### config.mk
export PLATFORM = sky130hd
export DESIGN_NAME = dmem_hs
export DESIGN_NICKNAME = d
export VERILOG_FILES = /design/src/rtl/dmem_pkg.sv /design/src/rtl/dmem_array.sv /design/src/rtl/dmem_hs.sv
export SDC_FILE = /design/constraint.sdc
export NUM_CORES = 2
export LEC_CHECK = 0
export ABC_AREA = 0
export CAP_MARGIN = 20
export CORE_MARGIN = 4
export CORE_UTILIZATION = 56
export CTS_CLUSTER_SIZE = 28
export DETAILED_ROUTE_END_ITERATION = 8
export MAX_ROUTING_LAYER = met4
export PLACE_DENSITY = 0.73
export SLEW_MARGIN = 20
export SYNTH_ARGS = -nofsm -noshare
export SYNTH_HDL_FRONTEND = slang
export SYNTH_HIERARCHICAL = 1
export SYNTH_SLANG_ARGS = --single-unit
### constraint.sdc
create_clock -name clk -period 4.3 [get_ports clk]
set_input_delay 1.29 -clock clk [delete_from_list [all_inputs] [get_ports clk]]
set_output_delay 1.29 -clock clk [all_outputs]
set_load 0.02 [all_outputs]
### src/rtl/dmem_pkg.sv
// dmem_pkg: shared types and constants for the handshaked data memory.
//   state_e      - FSM state encoding (IDLE / BUSY / DONE)
//   DefDepth     - default depth in words
//   DefLatency   - default request-to-response latency in cycles
//   DefVaddrW    - default video-port byte-address width
//   WordW        - data word width
//   merge_bytes  - byte-lane merge of a write into an existing word
package dmem_pkg;

  typedef enum logic [1:0] {
    StIdle,
    StBusy,
    StDone
  } state_e;

  localparam int unsigned DefDepth   = 32;
  localparam int unsigned DefLatency = 1;
  localparam int unsigned DefVaddrW  = 9;
  localparam int unsigned WordW      = 32;

  function automatic logic [WordW-1:0] merge_bytes(input logic [WordW-1:0]   old_word,
                                                   input logic [WordW-1:0]   wr_word,
                                                   input logic [WordW/8-1:0] be);
    logic [WordW-1:0] res;
    res = old_word;
    for (int k = 0; k < WordW / 8; k++) begin
      if (be[k]) res[8*k +: 8] = wr_word[8*k +: 8];
    end
    return res;
  endfunction

endpackage

### src/rtl/dmem_array.sv
// dmem_array: word storage for dmem_hs.
//   clk, reset_n     - clock; async active-low reset (video register only, never the array)
//   we, byte_en      - write strobe and byte-lane enables
//   waddr, wdata     - write word index and data
//   raddr, rdata     - combinational read port used by the FSM
//   vidx, vdata      - registered read port used by the video side
// Contents start at zero and survive reset.
module dmem_array
  import dmem_pkg::*;
#(
  parameter int unsigned DEPTH = DefDepth,
  parameter int unsigned AddrW = $clog2(DEPTH)
) (
  input  logic               clk,
  input  logic               reset_n,
  input  logic               we,
  input  logic [WordW/8-1:0] byte_en,
  input  logic [AddrW-1:0]   waddr,
  input  logic [WordW-1:0]   wdata,
  input  logic [AddrW-1:0]   raddr,
  output logic [WordW-1:0]   rdata,
  input  logic [AddrW-1:0]   vidx,
  output logic [WordW-1:0]   vdata
);

  logic [WordW-1:0] mem [DEPTH] = '{default: '0};

  always_ff @(posedge clk) begin
    if (we) begin
      for (int k = 0; k < WordW / 8; k++) begin
        if (byte_en[k]) mem[waddr][8*k +: 8] <= wdata[8*k +: 8];
      end
    end
  end

  assign rdata = mem[raddr];

  // Sampled with the old contents on a same-edge write, so collisions return old data.
  always_ff @(posedge clk or negedge reset_n) begin
    if (!reset_n) begin
      vdata <= '0;
    end else begin
      vdata <= mem[vidx];
    end
  end

endmodule

### src/rtl/dmem_hs.sv
// dmem_hs: request/response data memory with a fixed-latency handshake and a
// registered video read port.
//   clk, reset_n   - clock; async active-low reset
//   req, we        - access request; 1 = write, 0 = read
//   byte_en        - write byte lanes
//   addr, wdata    - byte address (word index addr[31:2]) and write data
//   ready          - high in IDLE only
//   rvalid         - one-cycle response strobe (DONE state)
//   rdata, err     - response word and error flag, held between responses
//   vaddr, vdata   - video byte address and registered read data
// Optional build macro DMEM_BOUNDS_CHECK_EN: out-of-range word indices return
// err=1 / rdata=0 and never write; otherwise indices wrap and err is 0.
module dmem_hs
  import dmem_pkg::*;
#(
  parameter int unsigned DEPTH   = DefDepth,
  parameter int unsigned LATENCY = DefLatency,
  parameter int unsigned VADDR_W = DefVaddrW
) (
  input  logic               clk,
  input  logic               reset_n,
  input  logic               req,
  input  logic               we,
  input  logic [WordW/8-1:0] byte_en,
  input  logic [31:0]        addr,
  input  logic [WordW-1:0]   wdata,
  output logic               ready,
  output logic               rvalid,
  output logic [WordW-1:0]   rdata,
  output logic               err,
  input  logic [VADDR_W-1:0] vaddr,
  output logic [WordW-1:0]   vdata
);

  localparam int unsigned AddrW = $clog2(DEPTH);
  localparam int unsigned CntW  = (LATENCY > 1) ? $clog2(LATENCY) : 1;

  state_e             state_q, state_d;
  logic [CntW-1:0]    cnt_q, cnt_d;
  logic               we_q;
  logic [WordW/8-1:0] be_q;
  logic [29:0]        word_q;
  logic [WordW-1:0]   wdata_q;
  logic [WordW-1:0]   rdata_q;
  logic               err_q;

  logic               idle, accept, enter_done, oob, mem_we;
  logic               sel_we;
  logic [WordW/8-1:0] sel_be;
  logic [29:0]        sel_word;
  logic [WordW-1:0]   sel_wdata, mem_rdata, result;
  logic [29:0]        vword;

  assign idle   = (state_q == StIdle);
  assign accept = idle && req;

  // With LATENCY=1 the commit happens on the acceptance edge, before capture,
  // so the live inputs are used while IDLE.
  assign sel_we    = idle ? we : we_q;
  assign sel_be    = idle ? byte_en : be_q;
  assign sel_word  = idle ? addr[31:2] : word_q;
  assign sel_wdata = idle ? wdata : wdata_q;

`ifdef DMEM_BOUNDS_CHECK_EN
  assign oob = (sel_word >> AddrW) != '0;
`else
  assign oob = 1'b0;
`endif

  assign vword = 30'(vaddr[VADDR_W-1:2]);

  logic unused_bits;
  assign unused_bits = ^{addr[1:0], sel_word, vword, vaddr[1:0]};

  always_comb begin
    state_d    = state_q;
    cnt_d      = cnt_q;
    enter_done = 1'b0;
    unique case (state_q)
      StIdle: begin
        if (req) begin
          if (LATENCY == 1) begin
            state_d    = StDone;
            enter_done = 1'b1;
          end else begin
            state_d = StBusy;
            cnt_d   = CntW'(LATENCY - 2);
          end
        end
      end
      StBusy: begin
        if (cnt_q == '0) begin
          state_d    = StDone;
          enter_done = 1'b1;
        end else begin
          cnt_d = cnt_q - 1'b1;
        end
      end
      StDone:  state_d = StIdle;
      default: state_d = StIdle;
    endcase
  end

  assign mem_we = enter_done && sel_we && !oob;
  assign result = oob    ? '0 :
                  sel_we ? merge_bytes(mem_rdata, sel_wdata, sel_be) : mem_rdata;

  always_ff @(posedge clk or negedge reset_n) begin
    if (!reset_n) begin
      state_q <= StIdle;
      cnt_q   <= '0;
      we_q    <= 1'b0;
      be_q    <= '0;
      word_q  <= '0;
      wdata_q <= '0;
      rdata_q <= '0;
      err_q   <= 1'b0;
    end else begin
      state_q <= state_d;
      cnt_q   <= cnt_d;
      if (accept) begin
        we_q    <= we;
        be_q    <= byte_en;
        word_q  <= addr[31:2];
        wdata_q <= wdata;
      end
      if (enter_done) begin
        rdata_q <= result;
        err_q   <= oob;
      end
    end
  end

  assign ready  = idle;
  assign rvalid = (state_q == StDone);
  assign rdata  = rdata_q;
  assign err    = err_q;

  dmem_array #(
    .DEPTH(DEPTH),
    .AddrW(AddrW)
  ) u_array (
    .clk    (clk),
    .reset_n(reset_n),
    .we     (mem_we),
    .byte_en(sel_be),
    .waddr  (sel_word[AddrW-1:0]),
    .wdata  (sel_wdata),
    .raddr  (sel_word[AddrW-1:0]),
    .rdata  (mem_rdata),
    .vidx   (vword[AddrW-1:0]),
    .vdata  (vdata)
  );

endmodule

==> results.txt <==
The flow ran to the end, and the final reports show no timing, DRC or antenna violations. After detailed routing, the number of remaining DRC violations is 0. The clock passes through at most 3 buffers. The count of pins over their slew limit was 0.

Dividing total power by cell area gives a power density of 430.1 nW/um^2. The synthesized netlist devotes 6.618% of its cell area to simple gates. Summed over all nets, the half-perimeter wirelength after detailed placement is 98880 microns. The total congestion overflow is 0, and the transition time at the pin with the least slew margin is 1141 ps. Of the cells placed in the final design, the portion with a size suffix greater than 1 is 11.42%. The highest clock frequency the design can meet is 273.2 MHz. Pin count of the biggest net entering global routing: 77. The worst setup path is captured at a flip-flop. The register bit total from synthesis works out to 1130. The tools report the final weighted congestion in routability-driven placement as 0.8954.

The path class of the tightest hold or removal check is reg -> reg. The area growth from synthesis to layout is 14.30%. Number of levels in the clock H-tree: 3.

Static leakage: 23.22 nW. The number of global-route vias before repair was 35.38k; the final critical-path required period was 3660 ps. In this run, CTS created clock tree buffers numbering 113.

The via density per instance was 6.537; the clock latency on the worst-skew pair was 700 ps. After clock tree synthesis, the clock-pin slew on the worst setup and hold paths is 60 ps. The area fraction in compound gates after synthesis was 7.811%; the number of ports placed on the die boundary was 148. The logs give 1 for the initial antenna violation count and 0 for the final hold violation count.

The number of hold buffers added after cts is 0. The multiplexer fraction of the synthesized cell area was 20.01%; the data arrival time of the worst path was 4230 ps. At the end of the flow, the number of nets in the layout was 4246.

The relative max-transition margin came out at 23.91%. The setup TNS after final layout is 0 ps, and the final non-filler cell total is 5534. In this run, post-CTS repair resized a total of 0 instances. VDD sags by at most 0.0003378 V. The CTS root buffer was clkbuf_16. Library cell contributing the largest single delay on the critical path: clkdlybuf4s50_1. The violation count after the first detailed-routing iteration is 3978, and the period utilization is 85.12%. The tools report the startpoint class of the critical path as an input pin. The clock drives 1130 sinks. The share of the Yosys chip area taken by registers is 62.23%. A synthesized cell averages 13.63 sq um. The top cell types in the final layout, fill and taps aside, are mux2i_1, edfxtp_1, nand2_1. On the worst path, the slowest cell contributes a delay of 470 ps. The total chip power was 0.02639 W; the core region area was 95010 sq um. Clock skew on the completed layout was measured at 31.36 ps.

For the number of placement rows, the log shows 113. The iteration count of the initial detailed-routing pass is 8, and the average detailed-routed wire length per instance is 28.38 microns. After detailed placement, the design holds a cell count of 5315. After synthesis, the largest family of logic cells by area is multiplexers.

After detailed routing, the total wire length is 157000 microns. The run gives 57530 sq um as the total cell area at the placement stage. The share of synthesized area in the top cell type comes to 57.29%. Global routing used 30.97% of the available tracks.

The antenna violation net count after detailed routing came out at 0. TritonCTS built the clock tree. The number of input and output port buffers inserted is 115.

Data on the critical path is required at its endpoint by 4870 ps. From bottom edge to top edge, the die measures 317.6 microns. The startpoint-to-endpoint class of the critical path was in -> reg. The initial utilization of the core area, before any placement, comes to 56.49%. Setup violations remaining at the end of the flow were counted as 0. In this run the cell area of the synthesized design comes to 53680 sq um. When the netlist entered floorplanning its net count stood at 4019.

The cell family contributing the most delay on the critical path was compound AO/OA/AOI/OAI gates. The first global-routing pass estimated 226500 microns of wire. Sorting the synthesized cells by area gives the leading types as edfxtp_1, mux2i_1, dfrtp_1, a22oi_1, nand2_1.

The tools report the number of different library cells in the post-synthesis netlist as 32. Horizontal die dimension: 317.6 microns. Summed over all instances, the cell type with the most area after synthesis is edfxtp_1. Walking the worst path, the cells encountered are clkdlybuf4s50_1 -> mux2_1 -> nor2b_4 -> buf_12 -> a22o_1 -> nor3_1 -> a31oi_1 -> nand3_1 -> o32ai_1 -> nor2_1. The critical path contains buffers and inverters numbering 2 combined. The routed layout has 36.17k vias. Setup repair after global routing left no endpoint under its margin. The highest fanout seen on the critical path was 27; the number of post-CTS setup repair buffers was 0. Most frequent standard cell in the layout excluding fill and tap cells: mux2i_1.

After Yosys synthesis, XOR and XNOR cells account for 0% of the synthesized area. After Yosys synthesis, full adders, half adders and majority gates account for 0% of the synthesized area. The yosys synthesis warning count is 6. The die covers 100900 sq um. The run gives 0 as the count of max-cap constraint violations.

Summing all non-filler instances in the final layout gives an area of 61350 sq um. In the synthesized netlist, the number of instances is 3938.
==> power breakdown <==
part / internal (W) / leakage (nW) / switching [W]
clock: 0.00591 / 1.86 / 0.00415
sequential: 0.0124 / 10.5 / 0.000103
combinational: 0.00140 / 10.9 / 0.00246
total: 0.0197 / 23.2 / 0.00671
==> state kept, by name, summed over array words and instances (netlist names) <==
| register | flops |
|---|---|
| word_q | 5 |
| state_q | 1 |
| wdata_q | 32 |
| u_array/vdata | 32 |
| rdata | 32 |
| be_q | 4 |
| u_array/mem | 1024 |
==> Yosys cell counts, drive strengths merged <==
cell type and count:
or2 2, o21ai 3, clkbuf 92, nand2 357, and2 8, nor3 65, and3 1, dfrtp 106
nand2b 5, conb 1, buf 202, a22o 128, nor2 190, o32ai 29, a31oi 64, nor2b 6
edfxtp 1024, nand3 192, inv 2, nand4b 4, mux2 41, a21oi 192, a22oi 192, and3b 2
nor3b 3, mux2i 1027
==> cells by family (layout without fill, tap and decap cells) <==
kind of cell | Yosys count | in the layout
flip-flops | 1130 | 1130
multiplexers | 1068 | 1068
AND/OR/NAND/NOR | 835 | 835
AO/OA/AOI/OAI | 608 | 608
buffers and inverters | 296 | 623
other | 1 | 5
==> worst paths after layout <==
kind	from	endpoint	slack [ps]	cells past startpoint
min reg2reg	be_q[3]$_DFFE_PN0P_	be_q[3]$_DFFE_PN0P_	480	2
max	addr[4]	rdata[9]$_DFFE_PN0P_	640	10
min	be_q[3]$_DFFE_PN0P_	be_q[3]$_DFFE_PN0P_	480	2
max in group asynchronous	reset_n	u_array/vdata[20]$_DFF_PN0_	2890	2
max reg2reg	state_q[1]$_DFFE_PN0P_	rdata[9]$_DFFE_PN0P_	1130	9
min in group asynchronous	reset_n	u_array/vdata[1]$_DFF_PN0_	590	1
==> final cells by class <==
class                           instances  area, sq um
Clock buffer                          152         3114
Sequential cell                      1130        33400
Antenna cell                            4        10.01
Multi-Input combinational cell       2512        18580
Inverter                                2        7.507
Fill cell                            6825        33660
Clock inverter                         63        699.4
Tap cell                             1265         1583
Timing Repair Buffer                  406         3955
==> worst min-delay path, stage by stage, from the launching register on <==
cell and delay, ps:
dfrtp_1 340, nand2_1 50, nand2_1 50
==> through the flow <==
step	setup slack, ps	hold WS, ps	utilization, %
floorplan	1152	440.1	-
global placement	165.8	455.8	60.55
detailed placement	122.7	458.2	60.55
CTS	742.9	473.0	64.56
global route	623.7	488.8	64.56
finish	639.6	475.0	64.57
==> routing by layer <==
metal / track usage (%) / share of wire [%] / up-vias
li1: - / - / 15630
met4: 12.40 / 4.4 / 0
met1: 40.84 / 39 / 18060
met2: 47.86 / 46 / 2084
met3: 5.921 / 10 / 395
met5: - / 0 / -
Power figures use the tool's default switching activity.
